<file path="src/rtl/mem_bus_arbiter.sv">
// Two-master arbiter for the shared 8-bit/16-bit memory bus (port 0 = core, port 1 = DMA).
// Define MEM_ARB_RR_EN for a round-robin tie-break out of IDLE; default is fixed priority to port 0.
module mem_bus_arbiter #(
  parameter int MAX_BURST = 8,
  parameter int CNT_W     = 8
) (
  input  logic        clk,
  input  logic        rst,
  input  logic        req0,
  input  logic [15:0] addr0,
  input  logic        we0,
  input  logic [7:0]  wdata0,
  output logic        gnt0,
  input  logic        req1,
  input  logic [15:0] addr1,
  input  logic        we1,
  input  logic [7:0]  wdata1,
  output logic        gnt1,
  output logic [7:0]  rdata,
  output logic [15:0] mem_addr,
  output logic        mem_we,
  output logic [7:0]  mem_wdata,
  input  logic [7:0]  mem_rdata
);

  typedef enum logic [1:0] {IDLE, G0, G1} state_e;

  localparam logic [CNT_W-1:0] BURST_LIM = CNT_W'(MAX_BURST);
  localparam logic [CNT_W-1:0] CNT_ONE   = CNT_W'(1);
  localparam logic [CNT_W-1:0] CNT_SAT   = {CNT_W{1'b1}};

  state_e           state_q, state_d;
  logic [CNT_W-1:0] cnt_q, cnt_d;
  logic             gnt0_q, gnt1_q;
  logic             tie_to1;

`ifdef MEM_ARB_RR_EN
  // served0_q = 1 when port 0 held the bus most recently; resets to 0 so the first tie goes to port 0.
  logic served0_q, served0_d;

  always_comb begin
    served0_d = served0_q;
    if (state_d == G0)      served0_d = 1'b1;
    else if (state_d == G1) served0_d = 1'b0;
  end

  always_ff @(posedge clk or negedge rst) begin
    if (!rst) served0_q <= 1'b0;
    else      served0_q <= served0_d;
  end

  assign tie_to1 = served0_q;
`else
  assign tie_to1 = 1'b0;
`endif

  always_comb begin
    state_d = state_q;
    cnt_d   = cnt_q;
    unique case (state_q)
      IDLE: begin
        if (req0 && !(req1 && tie_to1)) begin
          state_d = G0;
          cnt_d   = CNT_ONE;
        end else if (req1) begin
          state_d = G1;
          cnt_d   = CNT_ONE;
        end
      end
      G0: begin
        // cnt can exceed the cap while port 1 is quiet, so >= rather than ==
        if (req0 && (!req1 || cnt_q < BURST_LIM)) begin
          cnt_d = (cnt_q == CNT_SAT) ? cnt_q : cnt_q + CNT_ONE;
        end else if (req1) begin
          state_d = G1;
          cnt_d   = CNT_ONE;
        end else begin
          state_d = IDLE;
          cnt_d   = '0;
        end
      end
      G1: begin
        if (req1 && (!req0 || cnt_q < BURST_LIM)) begin
          cnt_d = (cnt_q == CNT_SAT) ? cnt_q : cnt_q + CNT_ONE;
        end else if (req0) begin
          state_d = G0;
          cnt_d   = CNT_ONE;
        end else begin
          state_d = IDLE;
          cnt_d   = '0;
        end
      end
      default: begin
        state_d = IDLE;
        cnt_d   = '0;
      end
    endcase
  end

  always_ff @(posedge clk or negedge rst) begin
    if (!rst) begin
      state_q <= IDLE;
      cnt_q   <= '0;
      gnt0_q  <= 1'b0;
      gnt1_q  <= 1'b0;
    end else begin
      state_q <= state_d;
      cnt_q   <= cnt_d;
      gnt0_q  <= (state_d == G0);
      gnt1_q  <= (state_d == G1);
    end
  end

  // Write enable is qualified by the holder's req so a released grant can never write.
  always_comb begin
    mem_addr  = 16'h0000;
    mem_we    = 1'b0;
    mem_wdata = 8'h00;
    if (gnt0_q) begin
      mem_addr  = addr0;
      mem_we    = we0 & req0;
      mem_wdata = wdata0;
    end else if (gnt1_q) begin
      mem_addr  = addr1;
      mem_we    = we1 & req1;
      mem_wdata = wdata1;
    end
  end

  assign gnt0  = gnt0_q;
  assign gnt1  = gnt1_q;
  assign rdata = mem_rdata;

endmodule
</file>
<file path="config.mk">
export PLATFORM = sky130hd
export DESIGN_NAME = mem_bus_arbiter
export DESIGN_NICKNAME = d
export VERILOG_FILES = /design/src/rtl/mem_bus_arbiter.sv
export SDC_FILE = /design/constraint.sdc
export NUM_CORES = 1
export LEC_CHECK = 0
export ABC_AREA = 1
export CORE_ASPECT_RATIO = 1.4
export CORE_MARGIN = 1.5
export CORE_UTILIZATION = 36
export CTS_CLUSTER_SIZE = 14
export DETAILED_ROUTE_END_ITERATION = 7
export PLACE_DENSITY_LB_ADDON = 0.25
export SYNTH_ARGS = -nofsm -noshare
export SYNTH_HDL_FRONTEND = slang
export SYNTH_SLANG_ARGS = --single-unit
</file>
<file path="constraint.sdc">
create_clock -name clk -period 1.9 [get_ports clk]
set_input_delay 0.38 -clock clk [delete_from_list [all_inputs] [get_ports clk]]
set_output_delay 0.38 -clock clk [all_outputs]
set_load 0.02 [all_outputs]
</file>
=== Word-level counts from Yosys, hierarchy flattened ===
Index checks and enable logic that the tools add are counted.

* Bits in registers: 12

* Add/sub/neg operators: 1
* Magnitude comparators: 1
* Eq/ne operators: 6
* Multiplexer cells: 21
* Bitwise logic cells: 2
* Reduce and logical (&&, ||, !) cells: 7

{| class="wikitable"
|+ Operators with widths
! operator !! count
|-
| 8-bit 2-to-1 mux || 7
|-
| 16-bit 2-to-1 mux || 2
|-
| 8-bit one-hot mux with 3 select lines || 1
|-
| 2-bit 2-to-1 mux || 5
|-
| 8-bit by 1-bit adder with 8-bit output, second input constant || 1
|-
| 8-bit equality test, second input constant || 1
|-
| 8-bit by 4-bit less-than comparator with 1-bit output, second input constant || 1
|-
| 2-bit one-hot mux with 3 select lines || 1
|-
| 1-bit 2-to-1 mux || 5
|-
| 2-bit by 1-bit equality test with 1-bit output, second input constant || 2
|-
| 2-bit equality test, second input constant || 2
|-
| 3-bit != test, second input constant || 1
|-
| 1-bit AND || 2
|-
| 1-bit logical AND || 2
|-
| 1-bit logical NOT || 2
|-
| 2-bit logical NOT || 1
|-
| 1-bit logical OR || 2
|}

=== Logic depth before layout (Yosys ltp) ===
* Depth after elaboration: 6
* Mapped depth: 10
* Mapped depth without buffers: 10

=== Worst setup path before layout ===
Ideal clock, no wire load.

* Kind: reg2out
* From: register gnt1_q (netlist: gnt1)
* To: output mem_we
* Data arrival time: 1.225 ns
* Data required time: 1.520 ns
* Setup slack: 0.295 ns
* Stages on the path, launching flop included: 4
* Path buffers: 1
* Cells stage by stage: dfrtp_1 clkbuf_1 nand3_1 o21ai_0

* Word-level cells in the longest chain between the ends: 2

{| class="wikitable"
|+ Ends and longest elaborated chain
! element !! RTL line !! text
|-
| start, declared || 34 || <nowiki>logic gnt0_q, gnt1_q;</nowiki>
|-
| start signal, assigned || 110 || <nowiki>gnt1_q <= (state_d == G1);</nowiki>
|-
| 1-bit 2-to-1 mux || 123 || <nowiki>end else if (gnt1_q) begin</nowiki>
|-
| 1-bit 2-to-1 mux || 119 || <nowiki>if (gnt0_q) begin</nowiki>
|-
| end, declared || 21 || <nowiki>output logic mem_we,</nowiki>
|}

No other way between the ends.

=== Worst setup path in the final report ===
* From: register gnt1_q (netlist: gnt1)
* To: output gnt1

{| class="wikitable"
|+ RTL lines
! element !! RTL line !! text
|-
| end, declared || 18 || <nowiki>output logic gnt1,</nowiki>
|}

No word-level cell between the ends.

==> summary.txt <==
Layout
  – Nets: 350
  – Area grow syn2layout: 67.6%
  – Fin cells: around 320
  – N_diodes: 0
  – Share of cells above drive strength 1: 0.0737
  – Commonest non-fill, non-tap cell in the layout: nand2_1
  – Most frequent cells in the layout: nand2_1, clkdlybuf4s50_1, nand3_1

Synthesis
  – Seq/Total Area, Yosys: 0.245
  – Register bit total from synthesis: 12
  – Mean Syn Cell Area: roughly 5.8 sq um
  – Post-Syn Instances: roughly 210
  – Cell area after synthesis: between 1000 and 1500 sq um
  – Syn nets: 275
  – Syn. warnings: 0
  – Post-synth cell types: 23

Timing
  – Layout Skew: slightly above 0.009 ns
  – Count of final setup violators: 0
  – Fmax: between 0.5 and 0.6 GHz
  – Tmin final: 1.81 ns
  – RSZ-0062 raised after global routing: no
  – Fin. max-slew vios: 0
  – Final TNS setup: 0 ns
  – Fin crit share: 0.951
  – Worst Tran Pin Value: 0.554 ns
  – Final hold vios: 0
  – Slew HR: 0.629

Placement
  – Port Buf Inserts: 80
  – # placed instances: roughly 320
  – DP Wirelength: approximately 3400 um
  – GP Congestion: about 0.87

Clocking
  – H-tree depth: 1
  – Worst-path clk slew: 0.05 ns
  – CTS tree: done
  – CTS buffer count: 3
  – Root Buffer: clkbuf_8
  – Hold Buf Count CTS: 0
  – Clk_lat worst skew: between 0.2 and 0.3 ns
  – Clock Tree Buf Depth: 2
  – Post-CTS Setup Bufs: 0
  – # clock sinks: 12

Routing
  – DRC errors left: 0
  – First-pass iteration count of the detailed router: 4
  – Vias per cell: between 4 and 5
  – Final ANT Viol Nets: 0
  – Routed length per placed instance: 12.7 um
  – Initial DRC count: 27
  – WL final: slightly above 4000 um
  – DR vias: around 1600

Critical path
  – Crit path capture type: output pin
  – R2R depth: 10
  – Setup crit start kind: register
  – WP data required: around 1.5 ns
  – Crit path arrival time: 1.43 ns
  – Kind of critical path: register to output pin
  – Crit Path Max Fanout: 25

Job
  – Max Cap Viol: 0

Global routing
  – Grt ovf: 0
  – First-pass GRT wire length: approximately 6500 um
  – Largest net degree at the start of global routing: 26
  – GRT Total Usage: 0.227
  – Vias in the first global route: roughly 1500
  – Initial antenna violation count: 0

Pwr
  – Pwr dens: a little under 700 nW/um^2
  – Pwr Total: ~1.4 mW
  – Maximum VDD drop: roughly 0.73 mV
  – Pleak: around 1.1 nW

Floorplanning
  – I/O pin count: 97
  – Die ar.: ~3800 sq um
  – Starting Density: 0.386
  – Vert. Die Dim: around 70 um
  – Row count: 24
  – Chip width: roughly 52 um
  – Placeable core area: ~3200 sq um

Worst hold path
  – HP Class: primary input to async pin

Status
  – Outcome: finished, final reports clean
-- cells in the mapped netlist --
master | n | area share
a21oi_1 | 4 | 0.016
a21oi_2 | 1 | 0.0071
buf_2 | 5 | 0.020
buf_4 | 8 | 0.049
clkbuf_1 | 3 | 0.0092
dfrtp_1 | 12 | 0.24
ha_1 | 1 | 0.010
inv_1 | 21 | 0.064
nand2_1 | 88 | 0.27
nand2_2 | 3 | 0.015
nand2_4 | 1 | 0.0092
nand3_1 | 40 | 0.16
nand3_2 | 2 | 0.016
nand4_1 | 2 | 0.010
nor2_1 | 9 | 0.028
nor2_2 | 2 | 0.010
nor2_4 | 2 | 0.018
nor3_1 | 1 | 0.0041
o21ai_0 | 3 | 0.012
o21ai_1 | 1 | 0.0041
o22ai_1 | 1 | 0.0051
xnor2_1 | 1 | 0.0071
xor2_1 | 1 | 0.0071
-- sequential cells by signal, indices dropped and copies added (netlist names) --
| register | flops |
|---|---|
| cnt_q | 8 |
| gnt0 | 1 |
| gnt1 | 1 |
| state_q | 2 |
-- final timing paths --
path / endpoint / slack [ns] / start
setup / recovery: gnt1 / 0.09 / gnt1
hold / removal: cnt_q[7] / 0.49 / rst
setup reg to reg: cnt_q[1] / 0.51 / cnt_q[0]
hold reg to reg: cnt_q[7] / 0.57 / cnt_q[7]
max in group asynchronous: gnt1 / 1.03 / rst
min in group clk: cnt_q[7] / 0.57 / cnt_q[7]
-- what timing repair did --
item | 4_1_cts | 5_1_grt
endpoints found under the setup margin | 25 | 1
gates cloned | 0 | 0
pin swaps | 0 | 0
resized for setup | 25 | 3
-- power by group --
| group | switching [mW] | total (mW) | internal, mW | leakage [nW] |
|---|---|---|---|---|
| clock network | 0.0906 | 0.230 | 0.139 | 0.0216 |
| registers | 0.0433 | 0.334 | 0.291 | 0.159 |
| logic | 0.482 | 0.857 | 0.375 | 0.959 |
-- layout make-up --
| class | count | area [sq um] |
|---|---|---|
| Fill cell | 300 | 1130 |
| Timing Repair Buffer | 86 | 836 |
| Multi-Input combinational cell | 163 | 752 |
| Sequential cell | 12 | 300 |
| Inverter | 21 | 78.8 |
| Tap cell | 39 | 48.8 |
| Clock buffer | 3 | 41.3 |
-- per-layer routing --
layer  vias to the layer above  share of wire  global-route usage
met3                        15          0.096              0.0576
met5                         -              0                   0
met1                       698           0.39               0.242
met4                         0          0.038               0.131
met2                        75           0.47               0.392
li1                        809              -                   -
-- critical path: stages (launching register included) --
cell	delay (ns)
dfrtp_1	0.38
buf_12	0.18
clkdlybuf4s50_1	0.63
-- cell families after synthesis --
logic type,count (synthesis),synth area share
AO/OA/AOI/OAI,10,0.0448
XOR/XNOR,2,0.0143
buffers and inverters,37,0.143
flip-flops,12,0.245
adder cells (fa/ha/maj),1,0.0102
AND/OR/NAND/NOR,150,0.543
-- per-stage QoR --
step / utilization / worst slack (ns) / hold WS, ns / cell area (sq um)
final: 0.646 / 0.0922 / 0.494 / 2060
after global routing: 0.646 / 0.0257 / 0.556 / 2060
after CTS: 0.647 / 0.0180 / 0.516 / 2060
after detailed placement: 0.644 / -0.267 / 0.553 / 2050
after global placement: 0.644 / -0.261 / 0.558 / 2050
after floorplan: - / 0.295 / 0.0844 / 1230
(Power assumes the default switching activity.)
